[src/rtl/pingpong_read_sched_pkg.sv]
// Shared constants for the ping-pong matrix read scheduler: FSM state codes,
// bit-plane count and default geometry.
package pingpong_read_sched_pkg;

  localparam int NUM_PLANES  = 8;
  localparam int PLANE_W     = 3;
  localparam int DEF_ROWS    = 64;
  localparam int DEF_ADDR_W  = 6;
  localparam int DEF_GAP_CYC = 2;

  // Scheduler states, kept as plain codes so legacy tooling can decode them.
  typedef logic [1:0] state_t;
  localparam state_t ST_IDLE = 2'd0;
  localparam state_t ST_READ = 2'd1;
  localparam state_t ST_GAP  = 2'd2;

  // Counter width for a counter holding values 0..n-1, never narrower than 1.
  function automatic int cnt_width(input int n);
    return (n > 1) ? $clog2(n) : 1;
  endfunction

endpackage

[src/rtl/pingpong_bank_flags.sv]
// Full flags for the two matrix banks plus the sticky overflow error.
// A writer-done set always wins over a reader release of the same bank.
module pingpong_bank_flags (
  input  logic       SYS_CLK,
  input  logic       SYS_RST,
  input  logic       set_vld,
  input  logic       set_bank,
  input  logic       clr_vld,
  input  logic       clr_bank,
  output logic [1:0] full,
  output logic       err_ovf
);

  logic [1:0] set_mask;
  logic [1:0] clr_mask;

  assign set_mask = {set_vld & set_bank, set_vld & ~set_bank};
  assign clr_mask = {clr_vld & clr_bank, clr_vld & ~clr_bank};

  // NOTE: sequential state uses non-blocking assignments only, so every flop
  // samples the pre-edge value of its neighbours regardless of block order.
  always_ff @(posedge SYS_CLK or negedge SYS_RST) begin
    if (!SYS_RST) begin
      full    <= 2'b00;
      err_ovf <= 1'b0;
    end else begin
      full <= (full & ~clr_mask) | set_mask;
      if (set_vld && full[set_bank]) begin
        err_ovf <= 1'b1;
      end
    end
  end

endmodule

[src/rtl/pingpong_read_sched.sv]
// Read-side scheduler for the two-bank matrix buffer: walks eight bit-plane
// passes over the oldest full bank, then hands the bank back to the writer.
module pingpong_read_sched
  import pingpong_read_sched_pkg::*;
#(
  parameter int ROWS    = DEF_ROWS,
  parameter int ADDR_W  = DEF_ADDR_W,
  parameter int GAP_CYC = DEF_GAP_CYC
) (
  input  logic              SYS_CLK,
  input  logic              SYS_RST,
  input  logic              WR_DONE_I,
  input  logic              WR_BANK_I,
  input  logic              RD_READY_I,
  output logic [1:0]        BANK_FULL_O,
  output logic [ADDR_W-1:0] RADDR_O,
  output logic              RADDR_VLD_O,
  output logic              RADDR_HSYNC_O,
  output logic              RD_BANK_O,
  output logic [2:0]        CTRL_BIT_SEL_O,
  output logic              READ_ONE_MATRIX_O,
  output logic              ERR_OVF_O
);

  localparam int                   GAP_W      = cnt_width(GAP_CYC + 1);
  localparam logic [ADDR_W-1:0]    ADDR_LAST  = ADDR_W'(ROWS - 1);
  localparam logic [GAP_W-1:0]     GAP_LAST   = GAP_W'((GAP_CYC > 0) ? GAP_CYC - 1 : 0);
  localparam logic [PLANE_W-1:0]   PLANE_LAST = PLANE_W'(NUM_PLANES - 1);

  state_t               state_q,   state_d;
  logic [ADDR_W-1:0]    addr_q,    addr_d;
  logic [PLANE_W-1:0]   bit_sel_q, bit_sel_d;
  logic [GAP_W-1:0]     gap_cnt_q, gap_cnt_d;
  logic                 rd_ptr_q,  rd_ptr_d;
  logic                 rd_bank_q, rd_bank_d;
  logic                 vld_q;
  logic                 hsync_q;
  logic                 matrix_done_q;
  logic                 xfer;
  logic                 release_now;
  logic [1:0]           bank_full;

  pingpong_bank_flags u_flags (
    .SYS_CLK  (SYS_CLK),
    .SYS_RST  (SYS_RST),
    .set_vld  (WR_DONE_I),
    .set_bank (WR_BANK_I),
    .clr_vld  (release_now),
    .clr_bank (rd_ptr_q),
    .full     (bank_full),
    .err_ovf  (ERR_OVF_O)
  );

  assign xfer = vld_q & RD_READY_I;

  // NOTE: every always_comb output gets a default on entry, so no path through
  // the case can leave a signal unassigned and infer a latch.
  always_comb begin
    state_d     = state_q;
    addr_d      = addr_q;
    bit_sel_d   = bit_sel_q;
    gap_cnt_d   = gap_cnt_q;
    rd_ptr_d    = rd_ptr_q;
    rd_bank_d   = rd_bank_q;
    release_now = 1'b0;

    case (state_q)
      ST_IDLE: begin
        if (bank_full[rd_ptr_q]) begin
          state_d   = ST_READ;
          addr_d    = '0;
          bit_sel_d = '0;
          rd_bank_d = rd_ptr_q;
        end
      end

      ST_READ: begin
        if (xfer) begin
          if (addr_q == ADDR_LAST) begin
            addr_d = '0;
            if (bit_sel_q == PLANE_LAST) begin
              // Last row of the last plane: the matrix is consumed.
              release_now = 1'b1;
              bit_sel_d   = '0;
              rd_ptr_d    = ~rd_ptr_q;
              state_d     = ST_IDLE;
            end else begin
              bit_sel_d = bit_sel_q + 1'b1;
              if (GAP_CYC > 0) begin
                state_d   = ST_GAP;
                gap_cnt_d = '0;
              end
            end
          end else begin
            addr_d = addr_q + 1'b1;
          end
        end
      end

      ST_GAP: begin
        if (gap_cnt_q == GAP_LAST) begin
          state_d   = ST_READ;
          gap_cnt_d = '0;
        end else begin
          gap_cnt_d = gap_cnt_q + 1'b1;
        end
      end

      default: begin
        state_d = ST_IDLE;
      end
    endcase
  end

  // Valid and hsync are registered from next-state values so they line up
  // with the address they qualify.
  always_ff @(posedge SYS_CLK or negedge SYS_RST) begin
    if (!SYS_RST) begin
      state_q       <= ST_IDLE;
      addr_q        <= '0;
      bit_sel_q     <= '0;
      gap_cnt_q     <= '0;
      rd_ptr_q      <= 1'b0;
      rd_bank_q     <= 1'b0;
      vld_q         <= 1'b0;
      hsync_q       <= 1'b0;
      matrix_done_q <= 1'b0;
    end else begin
      state_q       <= state_d;
      addr_q        <= addr_d;
      bit_sel_q     <= bit_sel_d;
      gap_cnt_q     <= gap_cnt_d;
      rd_ptr_q      <= rd_ptr_d;
      rd_bank_q     <= rd_bank_d;
      vld_q         <= (state_d == ST_READ);
      hsync_q       <= (state_d == ST_READ) && (addr_d == '0);
      matrix_done_q <= release_now;
    end
  end

  assign BANK_FULL_O       = bank_full;
  assign RADDR_O           = addr_q;
  assign RADDR_VLD_O       = vld_q;
  assign RADDR_HSYNC_O     = hsync_q;
  assign RD_BANK_O         = rd_bank_q;
  assign CTRL_BIT_SEL_O    = bit_sel_q;
  assign READ_ONE_MATRIX_O = matrix_done_q;

endmodule
[config.mk]
export PLATFORM = sky130hd
export DESIGN_NAME = pingpong_read_sched
export DESIGN_NICKNAME = d
export VERILOG_FILES = /design/src/rtl/pingpong_read_sched_pkg.sv /design/src/rtl/pingpong_bank_flags.sv /design/src/rtl/pingpong_read_sched.sv
export SDC_FILE = /design/constraint.sdc
export NUM_CORES = 1
export LEC_CHECK = 0
export ABC_AREA = 1
export ABC_CLOCK_PERIOD_IN_PS = 3700
export BUFFER_PORTS_ARGS = -buffer_cell sky130_fd_sc_hd__clkbuf_2
export CAP_MARGIN = 15
export CORE_ASPECT_RATIO = 0.9
export CORE_MARGIN = 3
export CORE_UTILIZATION = 55
export CTS_CLUSTER_DIAMETER = 60
export DETAILED_ROUTE_END_ITERATION = 6
export PLACE_DENSITY = 0.83
export SETUP_SLACK_MARGIN = 0.5
export SLEW_MARGIN = 10
export SYNTH_ARGS = -nofsm -noshare
export SYNTH_HDL_FRONTEND = slang
export SYNTH_HIERARCHICAL = 1
export SYNTH_SLANG_ARGS = --single-unit
[constraint.sdc]
create_clock -name SYS_CLK -period 3.7 [get_ports SYS_CLK]
set_input_delay 0.74 -clock SYS_CLK [delete_from_list [all_inputs] [get_ports SYS_CLK]]
set_output_delay 0.74 -clock SYS_CLK [all_outputs]
set_load 0.03 [all_outputs]
==> summary.txt, run 1 <==
Logic synthesis
  – Synthesized netlist cell count: 136
  – Syn Nets: roughly 140
  – Mapped cell area: 1100 um2
  – FF+latch count, synth: 21
  – Yosys warns: 6
  – Mean Syn Cell Area: 8.12 um2
  – Sequential area share after synthesis: a little under half
  – Netlist cell types: 23

Worst setup path
  – Buffers plus inverters on the worst setup path: 1
  – CP startpoint kind: flip-flop
  – Setup crit end kind: output port
  – Critical Path Fanout Max: 6
  – Kind of critical path: flip-flop to output port
  – Slowest stage delay, CP: 0.46 ns
  – CP Cell Sequence: clkbuf_2
  – Arr. time, crit path: 1.00 ns
  – Crit path max-delay family: flip-flops
  – Critical Path RT: 2.96 ns
  – Slowest cell on crit path: dfrtp_1

Floorplanning
  – Die height: 48.5 um
  – Die Width: 53.2 um
  – I/O pins: 21
  – Core region area: 1790 um2
  – Std cell rows: 14
  – Full die area: 2580 um2
  – Initial core utilization: 61.8%

Run
  – Max-cap violation count: 0

Placement
  – I/O Buffers: 20
  – Final GP Congestion: a little under 0.9
  – DP HPWL: around 1700 um

Global route
  – Number of global-route vias before repair: 857
  – Wire length of the first global-routing pass: 3700 um
  – Congestion Overflow GR: 0
  – Antenna violations before repair: 0
  – Global-route usage over all layers: a little under a fifth
  – Largest net degree at the start of global routing: 22

Timing
  – Measured slew at the worst slew-check pin: between 0.5 and 0.6 ns
  – Setup TNS: 0 ns
  – Final min period: between 1.5 and 2 ns
  – Max Clock Freq: 574 MHz
  – Hold Vio Cnt, Final: 0
  – Final setup fails: 0
  – Fin crit share: a little under half
  – Worst Skew: 0.00300 ns
  – RSZ-0062 raised after global routing: no
  – Slew margin rel.: 65.6%
  – Final count of pins violating max slew: 0

Cells and area
  – Final #Nets: 169
  – Commonest non-fill, non-tap cell in the layout: nand2_1
  – ANT cells: 0
  – Most frequent cells in the layout: 31 x nand2_1, 24 x inv_1, 21 x dfrtp_1
  – Final core occ: 70.6%
  – Layout cell share with drive strength beyond 1: 22.5%
  – Syn-to-layout area delta: 14.2%
  – Filler cell count: about 150

Drt
  – Routed WL per cell: 11.8 um
  – Routed vias/inst: between 5 and 6
  – Initial DRC count: 28
  – Drt total wl: around 2200 um
  – Post-DRT Antenna Nets: 0
  – Drt pass-1 iters: 4
  – DRC viols: 0
  – Via count: 936

Clock network
  – Worst skew pair latency: 0.30 ns
  – Clk buf depth: 2
  – Sinks on Clock Net: 21
  – H-tree Lvls: 1
  – Post_cts resized: 0
  – Worst-path clk slew: 0.11 ns
  – Hold buffer count at cts: 0
  – Setup Buffers After CTS: 0
  – TritonCTS Buffers: 3
  – CTS tree: done
  – Clock Tree Root: clkbuf_4

Pwr
  – Worst VDD drop: 0.347 mV
  – PwrDens: about 630 nW/um2
  – LEAKAGE: 0.708 nW

Worst hold path
  – Worst min path class: input pin to asynchronous set/reset pin

Run status
  – Status: finished clean
[path summary, 6_finish.rpt]
| check | start | to | slack, ns | cells after the start |
|---|---|---|---|---|
| setup / recovery | RADDR_O[2]$_DFF_PN0_ | RADDR_O[2] | 1.96 | 1 |
| hold / removal | SYS_RST | READ_ONE_MATRIX_O$_DFF_PN0_ | 0.38 | 1 |
| setup reg to reg | RADDR_O[0]$_DFF_PN0_ | u_flags/full[1]$_DFF_PN0_ | 2.05 | 8 |
| hold reg to reg | RD_BANK_O$_DFFE_PN0P_ | RD_BANK_O$_DFFE_PN0P_ | 0.50 | 2 |
| max in group asynchronous | SYS_RST | state_q[1]$_DFF_PN0_ | 2.97 | 1 |
| min in group SYS_CLK | RD_BANK_O$_DFFE_PN0P_ | RD_BANK_O$_DFFE_PN0P_ | 0.50 | 2 |
[worst register-to-register path, delay by kind of cell, from the launching register on]
| kind | cells | cell delay [ns] |
|---|---|---|
| DFF | 1 | 0.45 |
| adders and majority gates | 1 | 0.25 |
| and+or+nand+nor | 7 | 0.85 |
[metrics by stage]
stage | hold slack (ns) | worst slack (ns) | instance area, um2 | power (mW) | cells
after floorplan | 0.444 | 2.06 | 1100 | 0.592 | 136
after global placement | 0.460 | 1.85 | 1230 | 0.682 | 180
after detailed placement | 0.477 | 1.80 | 1230 | 0.698 | 180
after CTS | 0.404 | 1.95 | 1260 | 0.807 | 184
after global routing | 0.404 | 1.90 | 1260 | 0.865 | 184
final | 0.383 | 1.96 | 1260 | 0.800 | 184
[Yosys cell counts]
cell | count | area (um2)
nand2_4 | 2 | 22.5
nand3_2 | 1 | 10.0
nand2_1 | 31 | 116
nor2_1 | 12 | 45.0
nor3_2 | 1 | 10.0
xor2_1 | 2 | 17.5
o21ai_0 | 7 | 35.0
a21oi_1 | 3 | 15.0
ha_1 | 3 | 37.5
nand3_1 | 15 | 75.1
nand2_2 | 2 | 12.5
and2_1 | 1 | 6.26
a21boi_0 | 1 | 7.51
nor2_2 | 2 | 12.5
o21ai_2 | 1 | 8.76
dfrtp_1 | 21 | 526
inv_4 | 1 | 6.26
a21oi_4 | 1 | 16.3
nor2_4 | 1 | 11.3
inv_1 | 24 | 90.1
o21bai_1 | 1 | 7.51
nand4_1 | 2 | 12.5
inv_2 | 1 | 3.75
[logic make-up (layout without fill, tap and decap cells)]
family,Yosys count,count (layout),share of synthesized area [%]
and+or+nand+nor,70,70,30.2
buffers and inverters,26,50,9.06
DFF,21,21,47.6
AOI/OAI and AO/OA,14,14,8.15
adders and majority gates,3,3,3.40
xor gates and xnor gates,2,2,1.59
[layer usage]
layer  part of all wire, %  global-route usage, %  wire length, um  vias to the layer above
li1                      -                      -                -                      473
met1                    44                   25.7              960                      438
met2                    50                   29.2             1080                       23
met3                   5.1                   6.13              110                        2
met4                  0.60                   4.68               13                        0
met5                     0                      0                0                        -
[final cells by class]
| cell class | count | area [um2] | share of cell area, % |
|---|---|---|---|
| Clock buffer | 4 | 26.3 | 2.08 |
| Sequential cell | 21 | 526 | 41.7 |
| Inverter | 26 | 100 | 7.94 |
| Tap cell | 24 | 30.0 | 2.38 |
| Timing Repair Buffer | 20 | 100 | 7.94 |
| Multi-Input combinational cell | 89 | 479 | 38.0 |
[registers in the layout, summed over array words and instances (netlist names)]
register / flops
RADDR_O: 6
CTRL_BIT_SEL_O: 3
gap_cnt_q: 2
state_q: 2
u_flags/full: 2
RADDR_HSYNC_O: 1
RADDR_VLD_O: 1
RD_BANK_O: 1
READ_ONE_MATRIX_O: 1
rd_ptr_q: 1
u_flags/err_ovf: 1
[power breakdown]
part	leakage (nW)	internal, mW	switching, mW
registers	0.248	0.280	0.0575
clock network	0.0150	0.0420	0.0678
logic	0.445	0.109	0.243
total	0.708	0.431	0.369
No activity file was read; power rests on OpenSTA's default activity.
==> inputs of run 2 (changes only) <==
Settings changed: ABC_CLOCK_PERIOD_IN_PS 3700 to 1800, CORE_UTILIZATION 55 to 53, PLACE_DENSITY 0.83 to 0.81.
Clock period 3.7 ns to 1.8 ns, I/O delays scaled along.
==> run 2 against run 1 <==
Compared with the run above: sequential power is 110% higher; design area is 21% higher; critical path depth is 7 higher; highest routed layer unchanged; non-clock buffer count is 16 higher; cell count is 9.2% higher.
==> summary.txt, run 2 (same netlist as run 1, synthesis figures left out) <==
Cells and area
  – Most frequent cells in the layout: 29 x nand2_1, 23 x inv_1, 18 x buf_4
  – Layout cell share with drive strength beyond 1: 38.6%
  – Commonest non-fill, non-tap cell in the layout: nand2_1
  – Max reg flops: 6
  – Final #Nets: 185
  – Final std cells w/o fill: 201
  – ANT cells: 0
  – Sequential Area: 533 um2
  – Multi-input logic area: 539 um2
  – Filler cell count: 132
  – Final core occ: 78.1%
  – Syn-to-layout area delta: 38.1%
  – Fin area: 1530 um2

Run status
  – Status: finished clean

Timing
  – Final setup fails: 0
  – Hold WS: 0.0146 ns
  – Worst Skew: around 0.0040 ns
  – Hold Vio Cnt, Final: 0
  – Setup TNS: 0 ns
  – Final worst slack: 0.355 ns
  – Measured slew at the worst slew-check pin: ~0.53 ns
  – Max Clock Freq: 692 MHz
  – RSZ-0062 raised after global routing: yes
  – Slew margin rel.: around 65%
  – Final min period: 1.44 ns
  – Final count of pins violating max slew: 0
  – Fin crit share: about 80%

Worst setup path
  – Critical Path RT: 1.99 ns
  – Setup crit end kind: flip-flop
  – Arr. time, crit path: 1.64 ns
  – Critical Path Fanout Max: 3
  – Kind of critical path: flip-flop to flip-flop
  – CP startpoint kind: flip-flop

Clock network
  – Clock Tree Root: clkbuf_4
  – Clk buf depth: 2
  – CTS tree: done
  – Worst-path clk slew: 0.11 ns
  – Worst skew pair latency: 0.30 ns
  – H-tree Lvls: 1
  – Sinks on Clock Net: 21
  – TritonCTS Buffers: 3

Placement
  – I/O Buffers: 20
  – DP Area: 1270 um2
  – Placed Instances: between 150 and 200
  – Place WS: around 0.3 ns
  – DP HPWL: ~1800 um
  – Final GP Congestion: 0.841

Pwr
  – Tot Pwr: approximately 2.1 mW
  – Worst VDD drop: a little over 1 mV
  – LEAKAGE: 0.819 nW
  – PwrDens: roughly 1400 nW/um2

Drt
  – Drt pass-1 iters: 4
  – Routed WL per cell: 13.7 um
  – Drt total wl: approximately 2700 um
  – Initial DRC count: 33
  – Post-DRT Antenna Nets: 0
  – Routed vias/inst: between 5 and 6
  – DRC viols: 0
  – Via count: approximately 1,000

Global route
  – Congestion Overflow GR: 0
  – Wire length of the first global-routing pass: 4460 um
  – Largest net degree at the start of global routing: 22
  – Number of global-route vias before repair: between 900 and 1,000
  – Antenna violations before repair: 0
  – Global-route usage over all layers: 23.1%

Floorplanning
  – Initial core utilization: 56.6%
  – Core region area: 1950 um2
  – I/O pins: 21
  – Die Width: 54.1 um
  – Std cell rows: 15
  – Die height: 49.3 um
  – Full die area: 2670 um2

Run
  – Max-cap violation count: 0

Worst hold path
  – Worst min path class: input pin to asynchronous set/reset pin
## run 2: changes by cell type in the layout (fill, tap and decap cells not counted), sizes merged
cell	before	now
buf	0	28
clkbuf	24	12
## run 2: final cells by class
class / count / area share (%)
Clock buffer: 4 / 1.72
Inverter: 26 / 6.56
Multi-Input combinational cell: 89 / 35.4
Sequential cell: 21 / 34.9
Timing Repair Buffer: 36 / 19.4
Tap cell: 25 / 2.05
## run 2: metal layers
| layer | global-route usage [%] | routed length [um] |
|---|---|---|
| met1 | 30.2 | 1180 |
| met2 | 36.3 | 1360 |
| met3 | 4.28 | 135 |
| met4 | 10.4 | 77 |
| met5 | 0 | 0 |
## run 2: timing repair
| action | CTS | global route |
|---|---|---|
| setup buffers | 12 | 4 |
| resized for setup | 21 | 27 |
| hold buffers | 0 | 0 |
| setup endpoints to repair | 20 | 25 |
| pin swaps | 8 | 14 |
## run 2: worst max-delay path, cell delays in order, from the launching register on
cell     delay (ns)
dfrtp_2        0.42
ha_4           0.16
nand3_4        0.07
nor2_4         0.17
buf_4          0.14
buf_6          0.08
nand4_1        0.12
nand2_1        0.12
o21ai_1        0.08
## run 2: where the power goes
| group | switching, mW | leakage, nW | internal, mW |
|---|---|---|---|
| logic | 0.622 | 0.562 | 0.523 |
| clock network | 0.138 | 0.0150 | 0.0863 |
| registers | 0.128 | 0.242 | 0.589 |
## run 2: worst paths after layout
check / start / to / slack, ns / cells after the start
setup reg to reg: RADDR_O[0]$_DFF_PN0_ / gap_cnt_q[0]$_DFFE_PN0P_ / 0.36 / 8
min in group SYS_CLK: WR_BANK_I / u_flags/full[1]$_DFF_PN0_ / 0.30 / 3
hold / removal: SYS_RST / CTRL_BIT_SEL_O[2]$_DFFE_PN0P_ / 0.01 / 1
hold reg to reg: u_flags/err_ovf$_DFFE_PN0P_ / u_flags/err_ovf$_DFFE_PN0P_ / 0.51 / 2
max in group asynchronous: SYS_RST / CTRL_BIT_SEL_O[1]$_DFFE_PN0P_ / 1.40 / 1
setup / recovery: RADDR_O[0]$_DFF_PN0_ / gap_cnt_q[0]$_DFFE_PN0P_ / 0.36 / 8
